## src/rtl/ss_rvc_lsu.sv

```systemverilog
// Load/store unit: single-beat data-memory requests over valid/ready,
// aligned and extended load return, alignment/range fault detection.
module ss_rvc_lsu #(
    parameter int unsigned XLEN             = 32,
    parameter int unsigned SIZE_I_MEM       = 32'h400,
    parameter int unsigned MSB_D_MEM        = 9,
    parameter int unsigned D_MEM_OFFSET     = SIZE_I_MEM,
    parameter int unsigned SIZE_D_MEM       = 2 ** (MSB_D_MEM + 1),
    parameter int unsigned MSB_ENC_REG_FILE = 4
) (
    input  logic                      QClk,
    input  logic                      RstQnnnH,
    input  logic                      ExValid,
    input  logic                      ExOp,
    input  logic [2:0]                ExFunct3,
    input  logic [XLEN-1:0]           ExAddr,
    input  logic [XLEN-1:0]           ExWrData,
    input  logic [MSB_ENC_REG_FILE:0] ExRd,
    output logic                      LsuBusy,
    output logic                      MemReqValid,
    input  logic                      MemReqReady,
    output logic                      MemReqOp,
    output logic [XLEN-1:0]           MemReqAddr,
    output logic [3:0]                MemReqByteEn,
    output logic [XLEN-1:0]           MemReqWrData,
    input  logic                      MemRspValid,
    input  logic [XLEN-1:0]           MemRspData,
    output logic                      WbValid,
    output logic [MSB_ENC_REG_FILE:0] WbRd,
    output logic [XLEN-1:0]           WbData,
    output logic                      LsuFault,
    output logic [XLEN-1:0]           LsuFaultAddr
);

    localparam logic OP_RD = 1'b0;
    localparam logic OP_WR = 1'b1;

    // One extra bit so the upper bound cannot wrap at the top of the address space.
    localparam logic [XLEN:0] DM_LO = (XLEN+1)'(D_MEM_OFFSET);
    localparam logic [XLEN:0] DM_HI = (XLEN+1)'(D_MEM_OFFSET) + (XLEN+1)'(SIZE_D_MEM);

    typedef enum logic [1:0] {IDLE, REQ, WAIT_RSP} state_t;
    state_t state, state_nxt;

    logic                      funct3_ok, misaligned, out_of_range;
    logic                      start, fault, take_rsp;
    logic [1:0]                ex_size;
    logic [3:0]                ex_be;
    logic [XLEN-1:0]           ex_wdata;
    logic [1:0]                req_lane;
    logic [2:0]                req_funct3;
    logic [MSB_ENC_REG_FILE:0] req_rd;
    logic [XLEN-1:0]           rsp_shifted, rsp_ext;

    always_comb begin
        ex_size = ExFunct3[1:0];
        if (ExOp == OP_WR)
            funct3_ok = !ExFunct3[2] && (ExFunct3[1:0] != 2'b11);
        else
            funct3_ok = (ExFunct3[1:0] != 2'b11) && !(ExFunct3[2] && ExFunct3[1]);
        misaligned   = !funct3_ok
                     || ((ex_size == 2'b01) && ExAddr[0])
                     || ((ex_size == 2'b10) && (ExAddr[1:0] != 2'b00));
        out_of_range = ({1'b0, ExAddr} < DM_LO) || ({1'b0, ExAddr} >= DM_HI);

        unique case (ex_size)
            2'b00:   ex_be = 4'b0001 << ExAddr[1:0];
            2'b01:   ex_be = 4'b0011 << ExAddr[1:0];
            default: ex_be = 4'b1111;
        endcase
        unique case (ex_size)
            2'b00:   ex_wdata = {4{ExWrData[7:0]}};
            2'b01:   ex_wdata = {2{ExWrData[15:0]}};
            default: ex_wdata = ExWrData;
        endcase
    end

    always_comb begin
        rsp_shifted = MemRspData >> {req_lane, 3'b000};
        unique case (req_funct3)
            3'b000:  rsp_ext = {{(XLEN-8){rsp_shifted[7]}}, rsp_shifted[7:0]};
            3'b001:  rsp_ext = {{(XLEN-16){rsp_shifted[15]}}, rsp_shifted[15:0]};
            3'b100:  rsp_ext = {{(XLEN-8){1'b0}}, rsp_shifted[7:0]};
            3'b101:  rsp_ext = {{(XLEN-16){1'b0}}, rsp_shifted[15:0]};
            default: rsp_ext = rsp_shifted;
        endcase
    end

    always_comb begin
        state_nxt   = state;
        start       = (state == IDLE) && ExValid && !(misaligned || out_of_range);
        fault       = (state == IDLE) && ExValid && (misaligned || out_of_range);
        take_rsp    = (state == WAIT_RSP) && MemRspValid;
        MemReqValid = (state == REQ);
        LsuBusy     = (state != IDLE) || start;
        unique case (state)
            IDLE:     if (start) state_nxt = REQ;
            REQ:      if (MemReqReady) state_nxt = (MemReqOp == OP_WR) ? IDLE : WAIT_RSP;
            WAIT_RSP: if (MemRspValid) state_nxt = IDLE;
            default:  state_nxt = IDLE;
        endcase
    end

    always_ff @(posedge QClk) begin
        if (RstQnnnH) begin
            state        <= IDLE;
            WbValid      <= 1'b0;
            LsuFault     <= 1'b0;
            LsuFaultAddr <= '0;
            MemReqOp     <= OP_RD;
            MemReqAddr   <= '0;
            MemReqByteEn <= '0;
            MemReqWrData <= '0;
            req_lane     <= '0;
            req_funct3   <= '0;
            req_rd       <= '0;
            WbRd         <= '0;
            WbData       <= '0;
        end else begin
            state    <= state_nxt;
            WbValid  <= take_rsp;
            LsuFault <= fault;
            if (fault)
                LsuFaultAddr <= ExAddr;
            // Request fields only load in IDLE, so they stay frozen while REQ waits for ready.
            if (start) begin
                MemReqOp     <= ExOp;
                MemReqAddr   <= {ExAddr[XLEN-1:2], 2'b00};
                MemReqByteEn <= ex_be;
                MemReqWrData <= ex_wdata;
                req_lane     <= ExAddr[1:0];
                req_funct3   <= ExFunct3;
                req_rd       <= ExRd;
            end
            if (take_rsp) begin
                WbRd   <= req_rd;
                WbData <= rsp_ext;
            end
        end
    end

endmodule

```

## config.mk

```make
export PLATFORM = sky130hd
export DESIGN_NAME = ss_rvc_lsu
export DESIGN_NICKNAME = d
export VERILOG_FILES = /design/src/rtl/ss_rvc_lsu.sv
export SDC_FILE = /design/constraint.sdc
export NUM_CORES = 1
export LEC_CHECK = 0
export CORE_MARGIN = 2
export CORE_UTILIZATION = 30
export CTS_CLUSTER_DIAMETER = 40
export DETAILED_ROUTE_END_ITERATION = 6
export DONT_BUFFER_PORTS = 1
export PLACE_DENSITY = 0.52
export SLEW_MARGIN = 5
export SYNTH_ARGS = -nofsm -noshare
export SYNTH_HDL_FRONTEND = slang
export SYNTH_SLANG_ARGS = --single-unit
```

## constraint.sdc

```tcl
create_clock -name QClk -period 2.5 [get_ports QClk]
set_input_delay 0.5 -clock QClk [delete_from_list [all_inputs] [get_ports QClk]]
set_output_delay 0.5 -clock QClk [all_outputs]
set_load 0.01 [all_outputs]
```

# Word level (Yosys, flattened, before mapping)
# Index checks and enable logic that the tools add are counted.
# Widths: inputs -> output; s select.
[totals]
regBits = 150
in_bits = 110
elab_cells = 62
out_inout_bits = 142
[classes]
eq_ne = 11
shifts = 3
muxes = 9
magnitude_cmp = 2
reduce_logical = 24
[op_table]
columns = ["op", "n"]
rows = [
  ["$pmux 32 s4", 1],
  ["$pmux 32 s2", 1],
  ["$ge 32x12->1 const B", 1],
  ["$lt 32x11->1 const B", 1],
  ["$shr 32x5->32", 1],
  ["$logic_and 1x1->1", 9],
  ["$mux 2", 4],
  ["$pmux 4 s2", 1],
  ["$eq 3x3->1 const B", 2],
  ["$ne 2x2->1 const B", 3],
  ["$pmux 2 s3", 1],
  ["$logic_or 1x1->1", 5],
  ["$eq 2x1->1 const B", 2],
  ["$eq 2x2->1 const B", 2],
  ["$logic_not 1->1", 4],
  ["$logic_not 2->1", 2],
  ["$reduce_bool 2->1", 2],
  ["$shl 1x2->4 const A", 1],
  ["$shl 2x2->4 const A", 1],
  ["$eq 3x1->1 const B", 1],
  ["$logic_not 3->1", 1],
  ["$reduce_and 3->1", 1],
  ["$ne 2x1->1 const B", 1],
  ["$mux 1", 1],
]

# Depth between registers and ports, before layout
# Gate-level depths: netlist (run 1).
[depth]
depth_word = 12
mapped_depth = 7
ltp_nobuf = 4

# Least setup slack after synthesis (run 1)
# No wires, ideal clock.
[synth_timing]
path_type = "input to output"
start = "input ExAddr[31]"
end = "output LsuBusy"
path_slack_ps = 346
stages = 6
n_path_buf = 2
arrival_ps = 1654
cell_sequence = "nor4b_1 -> and4_1 -> buf_2 -> nand3_1 -> buf_2 -> nand2_1"
[synth_between]
elab_chain_cells = 6
[synth_lines]
columns = ["item", "line_no", "rtl"]
rows = [
  ["from (decl)", "16", "input logic [XLEN-1:0] ExAddr,"],
  ["$lt 32x11->1 / $ge 32x12->1 (equally long branches)", "64", "out_of_range = ({1'b0, ExAddr} < DM_LO) || ({1'b0, ExAddr} >= DM_HI);"],
  ["$logic_or 1x1->1 *", "64", ""],
  ["$logic_or 1x1->1 *", "91", "start = (state == IDLE) && ExValid && !(misaligned || out_of_range);"],
  ["$logic_not 1->1 *", "91", ""],
  ["$logic_and 1x1->1 *", "91", ""],
  ["$logic_or 1x1->1 *", "95", "LsuBusy = (state != IDLE) || start;"],
  ["to (decl)", "19", "output logic LsuBusy,"],
]
# Every way passes the cells marked *; elsewhere a longest branch is shown, timed or not.

# Worst setup path after layout (run 1)
[layout_timing]
start = "input ExAddr[12]"
end = "output LsuBusy"
# Same word-level chain as after synthesis.

==> results of run 1 <==
[registers in the layout, indices dropped and copies added, names as in the netlist]
register      flops
req_rd            5
LsuFault          1
MemReqWrData     32
MemReqOp          1
WbValid           1
MemReqByteEn      4
LsuFaultAddr     32
req_funct3        3
MemReqAddr       30
state             2
WbRd              5
req_lane          2
WbData           32
[cell families after synthesis]
kind of cell	share of synthesized area
AND/OR/NAND/NOR	0.2003
AO/OA/AOI/OAI	0.1587
flip-flops	0.4472
multiplexers	0.1435
buffers and inverters	0.04975
other	0.0005584
[worst max-delay path, cell delays in order]
cell and delay [ps]:
nor4_1 480, and4_2 400, nand3_1 120, nand2_1 110
buf_4 130
[layout by cell type (no fill, tap or decap), drive strengths merged, types with 23 or more instances in the layout]
cell	count
mux2i	58
nand2b	75
mux2	32
dfxtp	150
and2	23
a21oi	48
nand2	71
a211oi	27
nor2	34
[how the worst min path moves through the flow]
| stage | slack (ps) | endpoint |
|---|---|---|
| after floorplan | 430 | WbRd[0] |
| after global placement | 440 | WbRd[3] |
| after detailed placement | 440 | WbRd[3] |
| after CTS | 140 | MemReqWrData[3] |
| after global routing | 170 | MemReqByteEn[0] |
| final | 210 | MemReqByteEn[0] |
[final cells by class]
class,instances,area (µm²),area share
clock inverters,15,183.9,0.02433
diodes,2,5.005,0.0006621
well taps,280,350.3,0.04635
multi-input cells,502,3402,0.4501
inverters,3,11.26,0.001490
repair buffers,22,177.7,0.02351
clock buffers,17,425.4,0.05628
flip-flops and latches,150,3003,0.3973
[power groups by stage]
stage	registers (mW)	logic, mW	clock network [mW]
final	2.46	0.204	2.70
after floorplan	2.51	0.212	0
after global routing	2.46	0.227	2.89
after global placement	2.52	0.204	0
after CTS	2.46	0.206	2.79
after detailed placement	2.52	0.205	0
[per-layer routing]
| layer | up-vias | track usage |
|---|---|---|
| met5 | - | 0 |
| li1 | 2504 | - |
| met4 | 0 | 0.05417 |
| met2 | 188 | 0.2741 |
| met3 | 15 | 0.07469 |
| met1 | 2420 | 0.1977 |
[per-stage QoR]
step	instances	total power [mW]	util	cell area [µm²]	setup slack [ps]
3_5_place_dp	957	2.723	0.3172	6944	263.5
4_1_cts	989	5.457	0.3451	7553	262.4
5_1_grt	991	5.583	0.3453	7559	129.5
6_report	991	5.370	0.3453	7559	257.3
2_1_floorplan	722	2.719	-	6719	346.0
3_3_place_gp	957	2.722	0.3172	6944	231.3
==> impl_results.md, run 1 <==
- Total Wirelength: 20330 µm
- Clock power share: 0.504
- Setup_tns: 0 ps
- GRT overflow: 0
- Leak Pwr: 2.611 nW
- Top post-synthesis cells by area: dfxtp_1 (45%), mux2i_1 (8.6%), nand2b_1 (7.0%)
- Die H: 153.6 µm
- Setup Viol. Count Final: 0
- Final worst-path cycle share: 0.8971
- Vias: 5127
- Worst-Skew Late Latency: 420 ps
- Number of global-route vias before repair: 5075
- Status: completed
- VDD IR max: 383.2 µV
- Initial DRC count: 266
- Num rows: 54
- Antenna Nets Post-Route: 0
- Hpwl dp: 14040 µm
- Critical Path Source: ExAddr[12]
- Clock transition at path regs: 60 ps
- Nets: 806
- Post-synthesis async set-or-reset flop share: 0
- Pin count of the biggest net entering global routing: 171
- Comb power frac: 0.038
- Post-synth EDFFs: 0
- Most frequent cells after synthesis: dfxtp_1 (150), nand2b_1 (75), nand2_1 (71)
- Max Slew Vio Count: 0
- Vias per cell: 5.174
- Reg2Reg Launch Point: req_lane[1]
- R2r setup slk: 370 ps
- Synth Flop Type: dfxtp_1
- Required time worst endpoint: 2000 ps
- DIE WIDTH: 153.6 µm
- Synth area leader: dfxtp_1
- Crit path kind: in -> out
- # Max-Cap Violations: 0
- Internal power: 4.050 mW
- Global Route Usage Sum: 0.1679
- DRT Pass-1 Iters: 5
- CTS Hold Bufs: 0
- Cts repair resizes: 0
- Hold Startpoint: RstQnnnH
- Met2 wire len: 9708 µm
- Reg2reg end: WbData[31]
- HP Class: in -> reg
- Distinct cell type count after synthesis: 46
- Ys Warns: 0
- Global-route wire length before repair: 30930 µm
- CTS sink cnt: 150
- # IOs: 252
- Syn avg cell area: 9.314 µm²
- Max-Slew Margin vs Limit: 0.3487
- Core area: 0.02189 mm²
- Switch share: 0.2459
- CP max FO: 5
- Data arrival time of the critical path: 1740 ps
- Sequential share of the synthesized area: 0.4472
- Fillers: 2251
- CTS tree: built
- Layout area overhead: 12.56%
- Synthesized area: 0.006715 mm²
- Die area: 0.02360 mm²
- Clock Skew: 5.617 ps
- DRC: 0
- Worst r2r path cells: 5
- Number of port buffers: 0
- Initial Util: 0.3068
- CTS Buffer Depth: 2
- # H-tree levels: 4
- Max frequency: 445.9 MHz
- Routed wire per std cell: 20.51 µm
- Crit path capture type: primary output
- Root buf cell: clkbuf_16
- Worst Hold Path Cells: 1
- Min Tclk post-route: 2243 ps
- Net Sw Power: 1.320 mW
- Worst Setup EP: LsuBusy
- Final hold vios: 0
- Highest metal used: met4
- Syn Inst Count: 721
- Top-area cell type share of the netlist area: 0.4472
- Cell with the most instances after synthesis: dfxtp_1
- Antenna violations before repair: 1
- Flops & latches, synth: 150
- PwrDens: 710.5 mW/mm²
- Setup bufs post-CTS: 0
- TritonCTS Buffers: 17
- Crit start category: input pin
- Slew @ Worst Pin: 974.8 ps
- Met3 WL post-DR: 1876 µm
- Share of cells above drive strength 1: 0.1425
- RD Place Congestion: 0.7884
- Met1 wire length: 8478 µm
- RSZ-0062 raised after global routing: false
- Sequential share of power: 0.458
- Min Hold Slack: 209.5 ps
No activity file was read; power rests on OpenSTA's default activity.
==> inputs of run 2 (changes only) <==
CORE_MARGIN = unset   (was 2)
GPL_TIMING_DRIVEN = 0   (was unset)
==> run 2 against run 1 <==
Net effect:
- clock power barely moved
- sequential cell count did not move
- final cell count rose by 4.3%
- setup slack got worse by 130 ps
- clock skew rose by 3.1 ps
- design area rose by 2.2%
- via count rose by 4.2%
- routed wire length rose by 10%
- die area fell by 2.6%
- largest power group unchanged
==> impl_results.md, run 2 (same netlist as run 1, synthesis figures left out) <==
- RSZ-0062 raised after global routing: false
- Ant diodes: 0 (-2)
- Antenna Nets Post-Route: 0 (unchanged)
- CTS Buffer Depth: 2 (unchanged)
- Leak Pwr: 2.661 nW (+1.9%)
- Setup Viol. Count Final: 0 (unchanged)
- HP Class: in -> reg
- Nets: 851 (+5.6%)
- Setup_tns: 0 ps (unchanged)
- Min Tclk post-route: 2376 ps (+133.1 ps)
- TritonCTS Buffers: 17 (unchanged)
- Internal power: 4.055 mW (+0.14%)
- Vias per cell: 5.165 (-0.16%)
- Worst r2r path cells: 6 (+1)
- Number of port buffers: 0 (unchanged)
- RD Place Congestion: 0.8015 (+1.7%)
- Crit path max-delay family: simple AND/OR/NAND/NOR gates
- Global-route wire length before repair: 32480 µm (+5.0%)
- Worst Hold Path Cells: 2 (+1)
- Most common cell after layout, fill and taps aside: dfxtp_1
- Initial DRC count: 244 (-8.3%)
- # H-tree levels: 4 (unchanged)
- Clock Skew: 8.767 ps (+3.150 ps)
- Vias: 5341 (+4.2%)
- Slowest stage delay, CP: 430 ps (-50 ps)
- Clock power share: 0.498 (-0.006)
- CTS sink cnt: 150 (unchanged)
- # IOs: 252 (unchanged)
- VDD IR max: 385.6 µV (+0.63%)
- GRT overflow: 0 (unchanged)
- Cell Count, Final, Fillers Out: 1034 (+4.3%)
- Data arrival time of the critical path: 1880 ps (+140 ps)
- Crit path kind: in -> out
- Pin count of the biggest net entering global routing: 17 (-90%)
- Critical path depth: 6 (+1)
- Max Slew Vio Count: 0 (unchanged)
- Crit path capture type: primary output
- Setup bufs post-CTS: 0 (unchanged)
- Comb power frac: 0.052 (+0.014)
- DRC: 0 (unchanged)
- Status: completed
- Sequential share of power: 0.451 (-0.007)
- Largest regs: LsuFaultAddr: 32 flops, MemReqWrData: 32 flops, WbData: 32 flops
- Final worst-path cycle share: 0.9503 (+0.05323)
- Required time worst endpoint: 2000 ps (about the same)
- Max-Slew Margin vs Limit: 0.4789 (+0.1303)
- CTS Hold Bufs: 0 (unchanged)
- Final hold vios: 0 (unchanged)
- Core area: 0.02189 mm² (unchanged)
- Antenna violations before repair: 0 (-1)
- Clock transition at path regs: 70 ps (about the same)
- CTS tree: built
- Placed cell count: 1002 (+4.7%)
- Num rows: 54 (unchanged)
- Switch share: 0.2580 (+0.01211)
- Max frequency: 420.9 MHz (-5.6%)
- Slowest cell on crit path: nor4_2
- DRT Pass-1 Iters: 5 (unchanged)
- Slew @ Worst Pin: 781.6 ps (-193.3 ps)
- Global Route Usage Sum: 0.1924 (+0.02446)
- Crit start category: input pin
- Root buf cell: clkbuf_16
- Post-DP Area: 0.007069 mm² (+1.8%)
- Fillers: 2267 (+0.71%)
- Net Sw Power: 1.410 mW (+6.8%)
- Share of cells above drive strength 1: 0.1353 (-0.007176)
- DIE WIDTH: 151.6 µm (-1.3%)
- CP Buf/Inv Count: 2 (+1)
- Layout area overhead: 14.98%
- Initial Util: 0.3068 (unchanged)
- Hpwl dp: 16600 µm (+18%)
- # Max-Cap Violations: 0 (unchanged)
- Most frequent cells in the layout: dfxtp_1 (150), nand2b_1 (75), nand2_1 (71)
- CP max FO: 10 (+5)
- Worst-Skew Late Latency: 430 ps (about the same)
- Die H: 151.6 µm (-1.3%)
- Number of global-route vias before repair: 5166 (+1.8%)
- Total Wirelength: 22370 µm (+10%)
- Crit path cell chain: nor4_2 > and4_1 > buf_2 > nand3_1 > buf_6 > nand2_1
- Final Cell Area: 0.007721 mm² (+2.2%)
- Pwr Total: 5.465 mW (+1.8%)
- PwrDens: 707.8 mW/mm² (-0.37%)
- Routed wire per std cell: 21.64 µm (+5.5%)
- Die area: 0.02299 mm² (-2.6%)
-- run 2: cell count changes in the layout (fill, tap and decap cells not counted), sizes merged --
| cell | before | now |
|---|---|---|
| clkbuf | 17 | 61 |
| clkinv | 4 | 2 |
| diode | 2 | 0 |
| buf | 22 | 23 |
| clkinvlp | 0 | 1 |
| inv | 12 | 13 |
-- run 2: layer usage --
metal / vias to the layer above / share of wire / GRT usage
met4: 0 / 0.015 / 0.05446
met5: - / 0 / 0
li1: 2597 / - / -
met2: 221 / 0.47 / 0.3139
met3: 21 / 0.10 / 0.07605
met1: 2502 / 0.42 / 0.2328
-- run 2: path summary, 6_finish.rpt --
check	slack [ps]	to	startpoint
hold / removal	220	WbData[30]	MemRspData[30]
hold reg to reg	460	WbRd[3]	req_rd[3]
setup reg to reg	310	WbData[21]	req_lane[1]
setup / recovery	120	LsuBusy	ExAddr[12]
-- run 2: timing repair --
action                     in CTS  in global routing
gates cloned                    0                  0
gates resized for setup         4                  5
setup endpoints to repair       1                  1
pin swaps                       0                  0
-- run 2: cell type report --
class | count | area [µm²] | share of cell area
multi-input combinational | 502 | 3422 | 0.4432
sequential | 150 | 3003 | 0.3889
clock buffer | 17 | 425.4 | 0.05510
tap | 280 | 350.3 | 0.04537
buffer | 67 | 329.1 | 0.04262
clock inverter | 15 | 180.2 | 0.02333
inverter | 3 | 11.26 | 0.001458
-- run 2: power by group through the flow --
stage	registers [mW]	clock network (mW)	logic, mW
after floorplan	2.51	0	0.212
after global routing	2.47	2.89	0.312
after global placement	2.52	0	0.280
after detailed placement	2.52	0	0.282
final	2.46	2.72	0.283
after CTS	2.46	2.79	0.284
-- run 2: stage by stage --
stage | worst slack (ps) | hold WS (ps) | utilization
6_report | 124.3 | 216.7 | 0.3527
5_1_grt | 35.94 | 196.9 | 0.3527
4_1_cts | 59.18 | 196.7 | 0.3515
3_5_place_dp | -173.0 | 447.2 | 0.3229
3_3_place_gp | -200.4 | 442.6 | 0.3229
2_1_floorplan | 346.0 | 432.2 | -
==> inputs of run 3 (changes only) <==
CORE_UTILIZATION = 45   (was 30)
PLACE_DENSITY = 0.68   (was 0.52)
==> run 3 against run 2 <==
Net effect:
- clock skew fell by 3.1 ps
- hold slack gained 6.5 ps
- utilization increased by 17 points
- clock power about the same
- global-route usage up 6.6 points
- via count rose by 4.4%
- sequential share of layout area is 0.54 points higher
- design area fell by 1.4%
- critical path type unchanged
- largest cell class unchanged
- highest routed layer unchanged
==> impl_results.md, run 3 (same netlist as run 1, synthesis figures left out) <==
- Status: completed
- Final Cell Area: 0.007615 mm² (-1.4%)
- Hpwl dp: 15400 µm (-7.2%)
- Setup Viol. Count Final: 0 (unchanged)
- Antenna violations before repair: 0 (unchanged)
- DRT Pass-1 Iters: 5 (unchanged)
- Vias: 5575 (+4.4%)
- Most common cell after layout, fill and taps aside: dfxtp_1
- # H-tree levels: 4 (unchanged)
- Routed wire per std cell: 21.64 µm (about the same)
- Highest metal used: met4
- Vias per cell: 5.943 (+15%)
- Pin count of the biggest net entering global routing: 18 (+1)
- GRT overflow: 0 (unchanged)
- Worst-Skew Late Latency: 420 ps (about the same)
- Root buf cell: clkbuf_16
- VDD IR max: 483.5 µV (+25%)
- Max frequency: 408.4 MHz (-3.0%)
- Die H: 124.2 µm (-18%)
- Initial Util: 0.4620 (+0.1553)
- Clock Skew: 5.665 ps (-3.102 ps)
- Data arrival time of the critical path: 1950 ps (+70 ps)
- Max-Slew Margin vs Limit: 0.4837 (+0.004797)
- Clock transition at path regs: 70 ps (about the same)
- Met1 wire length: 7814 µm (-16%)
- HP Class: in -> reg
- # Max-Cap Violations: 0 (unchanged)
- DIE WIDTH: 124.2 µm (-18%)
- Core area: 0.01453 mm² (-34%)
- Share of cells above drive strength 1: 0.1326 (-0.002653)
- Layout area overhead: 13.40%
- Antenna Nets Post-Route: 0 (unchanged)
- Final worst-path cycle share: 0.9794 (+0.02910)
- CTS Hold Bufs: 0 (unchanged)
- Post-DP Area: 0.006949 mm² (-1.7%)
- Most frequent cells in the layout: dfxtp_1 (150), nand2b_1 (75), nand2_1 (71)
- CTS Buffer Depth: 2 (unchanged)
- Pwr Total: 5.465 mW (about the same)
- Crit start category: input pin
- RSZ-0062 raised after global routing: false
- Hold Startpoint: MemRspData[30]
- Crit path kind: in -> out
- Met2 wire len: 9899 µm (-5.5%)
- Ant diodes: 0 (unchanged)
- Num rows: 44 (-19%)
- Largest regs: LsuFaultAddr: 32 flops, MemReqWrData: 32 flops, WbData: 32 flops
- Slew @ Worst Pin: 771.5 ps (-10.05 ps)
- CTS sink cnt: 150 (unchanged)
- Die area: 0.01542 mm² (-33%)
- PwrDens: 717.6 mW/mm² (+1.4%)
- TritonCTS Buffers: 17 (unchanged)
- Nets: 851 (unchanged)
- Max Slew Vio Count: 0 (unchanged)
- CTS tree: built
- Leak Pwr: 2.671 nW (+0.39%)
- Crit path capture type: primary output
- Multi-input gate area: 0.003418 mm² (-0.11%)
- Final hold vios: 0 (unchanged)
- Total Wirelength: 20300 µm (-9.2%)
- Critical Path Source: ExOp
- Number of global-route vias before repair: 5426 (+5.0%)
- DRC: 0 (unchanged)
- Number of port buffers: 0 (unchanged)
- Global-route wire length before repair: 29700 µm (-8.5%)
- Min Tclk post-route: 2448 ps (+72.75 ps)
- Required time worst endpoint: 2000 ps (about the same)
- Met3 WL post-DR: 2312 µm (+3.4%)
- RD Place Congestion: 0.8754 (+9.2%)
- Fillers: 1307 (-42%)
- Reg2Reg Launch Point: req_lane[1]
- # IOs: 252 (unchanged)
- CP max FO: 10 (unchanged)
- Initial DRC count: 418 (+71%)
- Register area: 0.003003 mm² (unchanged)
- Global Route Usage Sum: 0.2584 (+0.06602)
-- run 3: worst paths after layout --
path,endpoint,slack (ps),depth (start not counted)
hold reg to reg,WbRd[3],470,2
hold / removal,WbData[30],220,2
setup / recovery,LsuBusy,50,5
setup reg to reg,WbData[29],320,6
-- run 3: where the power goes --
part / switching, mW / internal (mW) / total (mW)
registers: 0.0399 / 2.42 / 2.46
logic: 0.166 / 0.114 / 0.280
clock network: 1.18 / 1.54 / 2.72
total: 1.39 / 4.08 / 5.46
-- run 3: final cells by class --
class | instances | area share
plain buffers | 67 | 0.04272
inverters | 3 | 0.001479
multi-input cells | 502 | 0.4489
clock inverters | 15 | 0.02645
well taps | 184 | 0.03023
clock buffers | 17 | 0.05587
flip-flops and latches | 150 | 0.3943
-- run 3: repair_timing --
item	CTS	global route
setup buffers	0	0
setup endpoints to repair	1	1
gates resized for setup	2	4
-- run 3: per-layer routing --
layer / global-route usage / up-vias
met1: 0.2911 / 2672
met2: 0.4437 / 287
met5: 0 / -
met4: 0.08705 / 0
li1: - / 2594
met3: 0.09936 / 22
-- run 3: through the flow --
| step | std cells | TNS (ps) | utilization | hold WS, ps | setup WS, ps |
|---|---|---|---|---|---|
| floorplan | 722 | 0 | - | 432.2 | 346.0 |
| global placement | 906 | -33.90 | 0.4781 | 450.8 | -33.90 |
| detailed placement | 906 | -47.98 | 0.4781 | 455.0 | -47.98 |
| CTS | 938 | 0 | 0.5221 | 211.3 | 52.01 |
| global route | 938 | 0 | 0.5239 | 209.5 | 4.929 |
| finish | 938 | 0 | 0.5239 | 223.3 | 51.52 |
-- run 3: critical path, cell delays in order --
cell	delay, ps
a211oi_1	460
o311a_1	350
nand3_1	190
clkbuf_4	280
nand2_1	170
==> RTL edit: new RTL, flow settings as in run 3 <==
The 3 states of `state_t` get a one-hot encoding in 3 bits.
--- a/src/rtl/ss_rvc_lsu.sv
+++ b/src/rtl/ss_rvc_lsu.sv
@@ -40,5 +40,5 @@
     localparam logic [XLEN:0] DM_HI = (XLEN+1)'(D_MEM_OFFSET) + (XLEN+1)'(SIZE_D_MEM);
 
-    typedef enum logic [1:0] {IDLE, REQ, WAIT_RSP} state_t;
+    typedef enum logic [2:0] {IDLE = 3'b001, REQ = 3'b010, WAIT_RSP = 3'b100} state_t;
     state_t state, state_nxt;
 
Check against the original RTL: no difference found for any inputs over 10 cycles, from zero or initial values and one cycle with RstQnnnH high; not proved beyond that.
==> RTL edit against run 3 <==
  * Worst setup slack improved by 0.025 ns
  * Clock skew rose by 0.0029 ns
  * Design area rose by 0.38%
  * Area after synthesis barely moved
  * Global-route usage rose by 0.39 points
  * Sequential cell count rose by 1
  * Wire length rose by 1.4%
  * Power rose by 2.8%
==> RTL edit: results (changes against run 3) <==
Placement
  • Post-DP HPWL: 15490 um (was 15400 um)
  • Post-placement cell count: 921 (was 906)
  • DP Worst Slack: -0.01795 ns (was -0.04798 ns)
  • RePlAce Congestion: 0.8819 (was 0.8754)

Outcome
  • Status: finished, final reports clean (unchanged)

Final layout
  • Fill cells: 1311 (was 1307)
  • Final nets: 866 (was 851)
  • Share of cells above drive strength 1: 12.35% (was 13.26%)

Min path
  • HP Start: ExAddr[11] (was MemRspData[30])
  • Hold path endpoint: LsuFaultAddr[11] (was WbData[30])

Synthesis
  • Synth Cell Area: 6716 um^2 (was 6715 um^2)
  • Synth Area in Compound Gates: 18.96% (was 15.87%)
  • Syn Area/Cell: 9.126 um^2 (was 9.314 um^2)
  • Post-synthesis mux area share: 14.36% (was 14.35%)
  • Synth top area cells: dfxtp_1 (45%), mux2i_1 (11%), nand2_1 (7.2%) (was dfxtp_1 (45%), mux2i_1 (8.6%), nand2b_1 (7.0%))
  • Seq/Total Area, Yosys: 45.01% (was 44.72%)
  • Top post-synthesis cells by count: dfxtp_1 (151), nand2_1 (128), mux2i_1 (75) (was dfxtp_1 (150), nand2b_1 (75), nand2_1 (71))
  • Yosys cell types: 51 (was 46)

Worst setup path
  • CP max-delay cell: nor4_2 (was a211oi_1)
  • Start of the worst register-to-register path: state[0] (was req_lane[1])
  • Crit path launch: ExAddr[18] (was ExOp)
  • Worst path arrival time: 1.92 ns (was 1.95 ns)
  • R2r setup slk: 0.35 ns (was 0.32 ns)
  • FF-to-FF End: MemReqWrData[14] (was WbData[29])

GRT
  • First-pass GRT wire length: 30350 um (was 29700 um)
  • Global Route Usage Sum: 26.23% (was 25.84%)
  • Number of global-route vias before repair: 5742 (was 5426)
  • Largest net degree at the start of global routing: 17 (was 18)
  • GRT overflow: 0 (unchanged)

Clock tree
  • Worst-Skew Late Latency: 0.44 ns (was 0.42 ns)
  • CTS root buf: clkbuf_16 (unchanged)

Detailed routing
  • Via count: 5787 (was 5575)
  • Final wirelength: 20590 um (was 20300 um)
  • DRT iter0 DRCs: 375 (was 418)
  • Vias/cell: 6.072 (was 5.943)

Power and ir drop
  • Leakage: 2.761 nW (was 2.671 nW)
  • Max VDD drop: 490.6 uV (was 483.5 uV)

Timing
  • Least-Margin Pin Slew: 0.7301 ns (was 0.7715 ns)
  • Min Hold Slack: 0.2001 ns (was 0.2233 ns)
  • Clock skew: 0.008612 ns (was 0.005665 ns)
-- RTL edit: cell types whose count changed in the layout (fill, tap and decap cells not counted), moves of 26 or more --
| cell | run 3 | this run |
|---|---|---|
| nand2b_1 | 75 | 1 |
| o21ai_0 | 9 | 35 |
| a21oi_1 | 47 | 73 |
| nand2_1 | 71 | 128 |
-- RTL edit: how the worst max path moves through the flow --
stage,end,slack [ns],cells past startpoint
final,LsuBusy,0.08,6
after global routing,LsuBusy,0.03,7
after CTS,LsuBusy,0.03,7
after detailed placement,LsuBusy,-0.02,7
after global placement,LsuBusy,0.007,7
after floorplan,LsuBusy,0.33,7
-- RTL edit: cells by family (layout without fill, tap and decap cells) --
group                  after synthesis  after routing
AOI/OAI and AO/OA                  202            202
buffers and inverters               75            107
DFF                                151            151
muxes                               92             92
other                                1              2
and+or+nand+nor                    215            215
-- RTL edit: worst max-delay path: cells and delay by family --
kind            cells  cell delay [ns]
buf+inv             2             0.33
simple gates        3             0.69
compound gates      1             0.41
-- RTL edit: metrics by stage --
stage,util [%],setup TNS [ns],cell area [um^2]
after global placement,47.82,0,6950
after detailed placement,47.82,-0.01795,6950
after global routing,52.59,0,7644
after floorplan,-,0,6720
final,52.59,0,7644
after CTS,52.43,0,7620
-- RTL edit: power by group --
group / internal (mW) / leakage (nW) / switching (mW) / total [mW]
sequential: 2.44 / 1.22 / 0.0403 / 2.48
combinational: 0.101 / 1.22 / 0.176 / 0.277
clock: 1.72 / 0.318 / 1.15 / 2.86
-- RTL edit: repair_timing --
item,CTS,global route
cloned,0,0
endpoints found under the setup margin,1,1
gates resized for setup,1,3
hold buffers,0,0
-- RTL edit: cell type report --
class	instances	area, um^2	area share, %
Tap cell	184	230.2	3.012
Sequential cell	151	3023	39.55
Buffer	71	381.6	4.993
Inverter	4	15.01	0.1964
Multi-Input combinational cell	511	3333	43.61
Clock inverter	15	235.2	3.077
Clock buffer	17	425.4	5.566
-- RTL edit: layer usage --
metal  routed length (um)  part of all wire [%]  GRT usage, %
met2                 9897                    48         44.34
met1                 7913                    38         28.76
met3                 2245                    11         10.76
met5                    0                     0             0
met4                  537                   2.6         11.31
